--- config.mk ---
export PLATFORM = sky130hd
export DESIGN_NAME = reg_writeback_file
export DESIGN_NICKNAME = d
export VERILOG_FILES = /design/src/rtl/reg_writeback_file.sv
export SDC_FILE = /design/constraint.sdc
export NUM_CORES = 1
export LEC_CHECK = 0
export CAP_MARGIN = 30
export CELL_PAD_IN_SITES_DETAIL_PLACEMENT = 1
export CELL_PAD_IN_SITES_GLOBAL_PLACEMENT = 1
export CORE_MARGIN = 2
export CORE_UTILIZATION = 52
export DETAILED_ROUTE_END_ITERATION = 10
export GPL_TIMING_DRIVEN = 1
export PLACE_DENSITY_LB_ADDON = 0.1
export SLEW_MARGIN = 15
export SYNTH_ARGS = -nofsm -noshare
export SYNTH_HDL_FRONTEND = slang
export SYNTH_SLANG_ARGS = --single-unit
--- constraint.sdc ---
create_clock -name clk -period 3.6 [get_ports clk]
set_input_delay 0.54 -clock clk [delete_from_list [all_inputs] [get_ports clk]]
set_output_delay 0.54 -clock clk [all_outputs]
set_load 0.02 [all_outputs]
--- src/rtl/reg_writeback_file.sv ---
// Writeback register file: 2-entry in-order write queue committing one entry per cycle,
// with two 1-cycle-latency read ports that forward from queued and in-flight writes.
module reg_writeback_file #(
  parameter int unsigned WORD_SIZE = 32,
  parameter int unsigned ADDR_W    = 4,
  parameter int unsigned ZERO_REG  = 1
) (
  input  logic                 clk,
  input  logic                 rst,
  input  logic                 wr_valid,
  output logic                 wr_ready,
  input  logic [ADDR_W-1:0]    wr_addr,
  input  logic [WORD_SIZE-1:0] wr_data,
  input  logic                 commit_stall,
  input  logic [ADDR_W-1:0]    rd1_addr,
  output logic [WORD_SIZE-1:0] rd1_data,
  input  logic [ADDR_W-1:0]    rd2_addr,
  output logic [WORD_SIZE-1:0] rd2_data,
  output logic [1:0]           pending
);

  localparam int unsigned NUM_REGS = 1 << ADDR_W;
  localparam int unsigned DEPTH    = 2;

  logic [WORD_SIZE-1:0] r_regs   [NUM_REGS];
  logic [ADDR_W-1:0]    r_q_addr [DEPTH];
  logic [WORD_SIZE-1:0] r_q_data [DEPTH];
  logic                 r_head;
  logic [1:0]           r_count;

  logic                 w_push;
  logic                 w_pop;
  logic                 w_tail;
  logic                 w_head_is_r0;
  logic [ADDR_W-1:0]    w_rd_addr [2];
  logic [WORD_SIZE-1:0] w_fwd     [2];

  assign wr_ready     = (r_count != 2'd2);
  assign pending      = r_count;
  assign w_push       = wr_valid & wr_ready;
  assign w_pop        = (r_count != 2'd0) & ~commit_stall;
  assign w_tail       = r_head ^ (r_count != 2'd0);
  assign w_head_is_r0 = (ZERO_REG != 0) && (r_q_addr[r_head] == '0);
  assign w_rd_addr[0] = rd1_addr;
  assign w_rd_addr[1] = rd2_addr;

  // Forwarding: committed file, then queued entries oldest->youngest, then this edge's push.
  for (genvar p = 0; p < 2; p++) begin : g_rd
    always_comb begin
      w_fwd[p] = r_regs[w_rd_addr[p]];
      for (int i = 0; i < DEPTH; i++) begin
        if ((2'(i) < r_count) && (r_q_addr[r_head ^ 1'(i)] == w_rd_addr[p])) begin
          w_fwd[p] = r_q_data[r_head ^ 1'(i)];
        end
      end
      if (w_push && (wr_addr == w_rd_addr[p])) begin
        w_fwd[p] = wr_data;
      end
      if ((ZERO_REG != 0) && (w_rd_addr[p] == '0)) begin
        w_fwd[p] = '0;
      end
    end
  end

  always_ff @(posedge clk) begin
    if (rst) begin
      for (int i = 0; i < NUM_REGS; i++) begin
        r_regs[i] <= '0;
      end
      for (int i = 0; i < DEPTH; i++) begin
        r_q_addr[i] <= '0;
        r_q_data[i] <= '0;
      end
      r_head   <= 1'b0;
      r_count  <= 2'd0;
      rd1_data <= '0;
      rd2_data <= '0;
    end else begin
      if (w_pop) begin
        if (!w_head_is_r0) begin
          r_regs[r_q_addr[r_head]] <= r_q_data[r_head];
        end
        r_head <= ~r_head;
      end
      if (w_push) begin
        r_q_addr[w_tail] <= wr_addr;
        r_q_data[w_tail] <= wr_data;
      end
      r_count  <= r_count + 2'(w_push) - 2'(w_pop);
      rd1_data <= w_fwd[0];
      rd2_data <= w_fwd[1];
    end
  end

endmodule

; Yosys cells after proc, flatten, opt, wreduce, memory -nomap -nowiden
; Memory sizes are Yosys's and may differ from the RTL's. A register that Yosys moved wholly into a read port is not among the register bits.
; Cells that the tools add are included.
[word_totals]
ff_bits = 67
ram_bits = 584
inputBits = 48
output_inout_bits = 67
elab_cells = 66
n_memories = 3
[mem_list]
columns = memory, depth, word_bits, rd, rd_ports_with_merged_regs, write_ports, line_no
row1 = r_regs, 16, 32, 2, 0, 16, 25  ; logic [WORD_SIZE-1:0] r_regs [NUM_REGS];
row2 = r_q_data, 2, 32, 2, 1, 2, 27  ; logic [WORD_SIZE-1:0] r_q_data [DEPTH];
row3 = r_q_addr, 2, 4, 2, 1, 2, 26  ; logic [ADDR_W-1:0] r_q_addr [DEPTH];
[classes]
add_sub_neg = 2
n_lt_le_gt_ge = 2
eq_ne = 7
mux = 28
bitwise_logic = 5
reduce_logical = 15
[ops]
columns = op, count
row1 = 32-bit two-way mux, 8
row2 = 32-bit OR reduction, 2
row3 = 4-bit == test, 6
row4 = 1-bit two-way mux, 18
row5 = 4-bit logical NOT, 3
row6 = 4-bit two-way mux, 2
row7 = 1-bit logical AND, 6
row8 = "1-bit by 2-bit less-than comparator with 1-bit output, first input constant", 2
row9 = 2-bit OR reduction, 2
row10 = 4-bit OR reduction, 1
row11 = 2-bit by 1-bit adder with 2-bit output, 1
row12 = 1-bit bitwise AND, 2
row13 = "2-bit != test, second input constant", 1
row14 = 1-bit inverter, 2
row15 = 2-bit nonzero test, 1
row16 = 2-bit by 1-bit subtractor with 2-bit output, 1
row17 = 1-bit XOR, 1

; Depth between registers and ports, before layout
; Gate-level depths: netlist of the first run.
[depth]
ltp_word = 7
mapped_depth = 11
ltp_nobuf = 8

; Worst setup path after synthesis of the first run
; OpenSTA, ideal clock, no wires.
[synth_path]
path_kind = input -> register
from = in rst
to = mem r_regs[11][0] (enable)
setup_time_ns = 0.394
t_arrival_ns = 2.374
required_time_ns = 3.206
setup_slack_ns = 0.832
stages = 5
path_buffers = 1
path_cell_list = clkbuf_1 -> nor3_1 -> nor3b_1 -> nand2_1 -> nand2b_1
[synth_rtl]
columns = item, line_no
row1 = start: declaration, 9  ; input logic rst,
row2 = end: declaration, 25

==> results.yml, run 1 <==
run_status:
  status: "completed"
sta:
  setup_violations: 0
  post-route-min-period_ps: 2985
  slew_headroom: 0.3065
  clock_skew_ps: 23.05
  hold_viol: 0
  finalMaxSlewViolations: 0
  tightest_slew_ps: 1040
  rsz0062_at_grt: "false"
  finalSetupTns_ps: 0
  fin_crit_sh: 0.8292
  timing.fmax_mhz: 335.0
cts:
  hold_buffers: 0
  cts_max_path_buffers: 3
  clk_pin_slew_worst_paths_ps: 60
  clock_latency_ps: 620
  clkSinkCount: 652
  htreeDepth: 3
  clock-root-buffer: "clkbuf_16"
  cts_tree: "done"
  postCtsSetupRepairBufs: 0
  cts.repair.resized: 0
  numCtsBuffers: 72
floorplan:
  initial_core_util: 0.5271
  fp.coreArea_mm2: 0.06331
  die_h_um: 257.3
  fp.dieArea_mm2: 0.06622
  ios: 115
  die_x_um: 257.3
  core.rowCount: 92
placed_design:
  port-buffer-count: 114
  place_congestion: 0.8541
  dpl_cell_area_mm2: 0.03596
  dp.cells: 3367
  dp_hpwl_um: 71090
yosys:
  ys_seq_area_frac: 0.5663
  synth.avg_cell_area_um2: 13.51
  yosysTopAreaCell: "edfxtp_1"
  async_flop_share: 0
  synth_flop_cell: "edfxtp_1"
  synth_edf_count: 584
  synth_top_area_share: 0.5255
  synth.cell_area_mm2: 0.03337
  synthCells: 2471
  ys_warn_count: 0
  ys_seq_elements: 652
  synth.area.top_cells: "edfxtp_1, mux4_2, nor2_1"
  synth_cell_types: 50
worst_setup_path:
  cp_max_fo: 19
  crit_path_max_incr_delay_ps: 610
  cp-end-kind: "register"
  cp.required_ps: 3890
  worst-endpoint-arrival_ps: 3270
  crit_slowest_cell: "dfxtp_1"
  start_kind: "register"
  path_cells: "nor2_1 > nor3_1 > nand2_1 > nor3_1 > buf_4 > nand2_1 > nand2b_2 > buf_12"
  worst-setup-path-type: "register to register"
layout:
  fill_cells: 6058
  syn_to_final_growth_pct: 14.22
  fin_cells: 3492
  design_area_mm2: 0.03812
  diodes: 0
  drive_gt1_frac: 0.2105
  nets: 2645
worst_hold_path:
  hold_path.class: "input pin to register"
pwr:
  power.switching_w: 0.006314
  p_leak_nw: 13.38
  cell_internal_pwr_w: 0.01451
  switching_share: 0.3032
  p_seq_frac: 0.443
  combPwrFrac: 0.217
  clockPowerShare: 0.340
  power_density_mw_per_mm2: 546.3
  irDropWorstVdd_mv: 0.3742
route:
  viasPerCell: 6.863
  num_vias: 23970
  postRouteWirelength_um: 116400
  drt_pass1_iterations: 6
  postRouteAntennaNets: 0
  initialDrtViolationCount: 3014
  drc: 0
  avgRoutedWirePerCell_um: 33.32
global_route:
  grt_pass1_wl_um: 169000
  grt_antenna_before_repair: 2
  grt_overflow: 0
  grt_pass1_vias: 24780
  grt_max_degree: 65
  gr-usage-all-layers: 0.3513
job:
  drv_cap: 0
[through the flow]
step	hold WS (ps)	total power (W)	setup slack (ps)	utilization
floorplan	683.1	0.01188	832.4	-
global route	256.0	0.02135	512.1	0.6021
detailed placement	751.2	0.01376	478.8	0.5679
finish	249.1	0.02082	614.7	0.6021
CTS	217.7	0.02076	723.9	0.6021
global placement	728.8	0.01358	559.4	0.5673
[cell families (layout without fill, tap and decap cells)]
family	count (synthesis)	in the layout	synth area share
mux	414	414	0.2213
buf+inv	261	405	0.03734
fa+ha+maj	2	2	0.0007497
flops	652	652	0.5663
xor+xnor	25	25	0.006561
simple gates	772	772	0.09958
compound gates	344	344	0.06809
other cells	1	32	0.0001124
[synth_stat cells (all sizes together) (3+ instances only)]
cell type  number
a211oi         33
mux4          256
dfxtp          68
and2           76
a21oi         124
edfxtp        584
nor2b          36
o21a           13
a31oi          19
a211o          13
mux2i         158
or2             3
a21boi         19
nor3            7
xor2           17
buf           128
clkbuf        111
a221oi         19
nand3           3
xnor2           8
o221a          19
a311oi         13
o221ai         13
o21ai          54
nor2          576
nand2b         31
nand2          34
inv            22
[flip-flops by register name (all words and copies together), names as in the netlist, named ones only]
register and flops:
rd1_data 32, rd2_data 32, r_head 1, r_q_data 64, r_regs 512, r_q_addr 8
pending 2
[path summary, 6_finish.rpt]
check                                start  depth (start not counted)       endpoint  slack, ps
worst min-delay path                   rst                          2     pending[1]        250
worst min register to register  pending[1]                          2     pending[1]        760
worst max-delay path            pending[1]                          8  r_regs[8][18]        610
worst max register to register  pending[1]                          8  r_regs[8][18]        610
[cell type report]
| type | count | area, um^2 | share of cell area |
|---|---|---|---|
| Clock buffer | 95 | 1949 | 0.05114 |
| Clock inverter | 30 | 212.7 | 0.005580 |
| Inverter | 22 | 82.58 | 0.002166 |
| Multi-Input combinational cell | 1589 | 13420 | 0.3519 |
| Sequential cell | 652 | 18900 | 0.4958 |
| Tap cell | 846 | 1059 | 0.02777 |
| Timing Repair Buffer | 258 | 2499 | 0.06555 |
[worst max-delay path, delay by kind of cell, from the launching register on]
family | cells | cell delay, ps
and+or+nand+nor | 6 | 1590
DFF | 1 | 610
buffers and inverters | 2 | 450
[per-layer routing]
metal,wire length (um),track usage,up-vias
li1,-,-,9551
met1,45060,0.4887,12480
met2,53350,0.5460,1638
met3,13690,0.07752,296
met4,4245,0.1323,2
met5,13,0,-
[cells in the final DEF (no fill, tap or decap), drive strengths merged, types with 3 or more instances in the layout]
cell type | Yosys | final
nand3 | 3 | 3
a211o | 13 | 13
o221ai | 13 | 13
buf | 128 | 153
nand2b | 31 | 31
a211oi | 33 | 33
mux4 | 256 | 256
a21oi | 124 | 124
and2 | 76 | 76
o21a | 13 | 13
edfxtp | 584 | 584
inv | 22 | 22
conb | 1 | 32
xor2 | 17 | 17
clkdlybuf4s50 | 0 | 105
a31oi | 19 | 19
o21ai | 54 | 54
bufinv | 0 | 3
o221a | 19 | 19
a221oi | 19 | 19
xnor2 | 8 | 8
a21boi | 19 | 19
mux2i | 158 | 158
or2 | 3 | 3
nand2 | 34 | 34
nor2b | 36 | 36
nor2 | 576 | 576
clkinv | 0 | 26
a311oi | 13 | 13
dfxtp | 68 | 68
nor3 | 7 | 7
clkbuf | 111 | 95
[power by group through the flow]
stage	sequential (W)	clock [W]	combinational, W
after floorplan	0.00930	0	0.00257
after global placement	0.00931	0	0.00427
after detailed placement	0.00936	0	0.00440
after CTS	0.00921	0.00711	0.00444
after global routing	0.00927	0.00735	0.00473
final	0.00922	0.00707	0.00453
Power figures use the tool's default switching activity.
==> inputs of run 2 (changes only) <==
==> constraint.sdc (replaced) <==
create_clock -name clk -period 3 [get_ports clk]
set_input_delay 0.45 -clock clk [delete_from_list [all_inputs] [get_ports clk]]
set_output_delay 0.45 -clock clk [all_outputs]
set_load 0.02 [all_outputs]
==> results.yml, run 2 (synthesis results as in run 1) <==
cts:
  hold_buffers: 0
  cts_max_path_buffers: 3
  clk_pin_slew_worst_paths_ps: 60
  htreeDepth: 3
  cts.repair.resized: 0
  clock_latency_ps: 620
  cts_tree: "done"
  clkSinkCount: 652
  numCtsBuffers: 73
  postCtsSetupRepairBufs: 0
  clock-root-buffer: "clkbuf_16"
run_status:
  status: "completed"
sta:
  timing.fmax_mhz: 366.5
  fin_crit_sh: 0.9094
  slew_headroom: 0.4405
  tightest_slew_ps: 839.3
  post-route-min-period_ps: 2728
  finalSetupTns_ps: 0
  setup_violations: 0
  hold_viol: 0
  rsz0062_at_grt: "false"
  finalMaxSlewViolations: 0
  clock_skew_ps: 18.46
worst_setup_path:
  cp-end-kind: "register"
  cp_num_buf_inv: 2
  cp-startpoint: "pending[0]"
  path_cells: "nor2_1 > nor3_1 > buf_4 > nand2_1 > nor3_1 > nand2_1 > buf_4 > nor2_1"
  crit_slowest_cell: "dfxtp_1"
  reg2reg_from: "pending[0]"
  cp.required_ps: 3460
  crit_path_max_incr_delay_ps: 620
  crit_family: "simple AND/OR/NAND/NOR gates"
  worst-setup-path-type: "register to register"
  cp_max_fo: 32
  start_kind: "register"
  worst-endpoint-arrival_ps: 3190
route:
  drt_pass1_iterations: 6
  postRouteWirelength_um: 117100
  num_vias: 24140
  drc: 0
  initialDrtViolationCount: 3036
  postRouteAntennaNets: 0
  viasPerCell: 6.817
  avgRoutedWirePerCell_um: 33.07
floorplan:
  fp.dieArea_mm2: 0.06622
  die_h_um: 257.3
  core.rowCount: 92
  die_x_um: 257.3
  ios: 115
  fp.coreArea_mm2: 0.06331
  initial_core_util: 0.5271
worst_hold_path:
  min_from: "rst"
  hold_path.class: "input pin to register"
pwr:
  switching_share: 0.3006
  power.switching_w: 0.007626
  p_seq_frac: 0.435
  power_density_mw_per_mm2: 651.9
  p_leak_nw: 13.77
  clockPowerShare: 0.344
  combPwrFrac: 0.221
  irDropWorstVdd_mv: 0.4328
  cell_internal_pwr_w: 0.01774
layout:
  multiInputGateArea_mm2: 0.01342
  final_common_cell: "edfxtp_1"
  nets: 2689
  drive_gt1_frac: 0.2256
  diodes: 0
  design_area_mm2: 0.03891
  largest_reg_flops: 512
  top_register: "r_regs"
  final_cell_mix: "edfxtp_1, nor2_1, mux4_2"
  seqCellArea_mm2: 0.01890
  post-route-util: 0.6146
  fill_cells: 6012
  reg_top3: "r_regs x512, r_q_data x64"
  syn_to_final_growth_pct: 16.59
global_route:
  grt_antenna_before_repair: 4
  grt_overflow: 0
  grt_max_degree: 65
  grt_pass1_vias: 25190
  grt_pass1_wl_um: 171300
  gr-usage-all-layers: 0.3553
job:
  drv_cap: 0
placed_design:
  dpl_cell_area_mm2: 0.03661
  port-buffer-count: 114
  dp_hpwl_um: 73930
  place_congestion: 0.9036
==> run 2: worst paths after layout <==
path,depth (start not counted),to,slack (ps)
worst max-delay path,8,r_regs[4][14],270
worst max register to register,8,r_regs[4][14],270
worst min-delay path,3,pending[1],510
worst min register to register,4,rd2_data[29],770
==> run 2: per-stage QoR <==
step	std cells	worst slack [ps]	hold WS (ps)	total power, W
floorplan	2502	267.6	624.5	0.01425
global placement	3409	162.6	729.7	0.01643
detailed placement	3409	71.42	754.0	0.01664
CTS	3540	397.1	487.8	0.02532
global route	3541	209.2	534.1	0.02609
finish	3541	271.8	513.4	0.02537
==> run 2: area by class of cell <==
type | instances | share of cell area
Inverter | 22 | 0.002122
Sequential cell | 652 | 0.4858
Tap cell | 846 | 0.02720
Clock buffer | 102 | 0.05354
Multi-Input combinational cell | 1589 | 0.3448
Timing Repair Buffer | 301 | 0.08139
Clock inverter | 29 | 0.005209
==> run 2: power groups by stage <==
stage	Sequential, W	Combinational, W	Clock, W
after detailed placement	0.0112	0.00544	0
after global placement	0.0111	0.00529	0
after global routing	0.0111	0.00587	0.00913
after floorplan	0.0112	0.00309	0
after CTS	0.0110	0.00550	0.00881
final	0.0110	0.00561	0.00873
==> run 2: per-layer routing <==
metal,GRT usage,share of wire
met5,0,0.00023
met4,0.1339,0.035
met3,0.08353,0.12
met2,0.5574,0.47
met1,0.4857,0.38
==> run 2: worst min-delay path, cell delays in order <==
cell and delay [ps]:
buf_2 110, buf_4 330, nor2_1 180
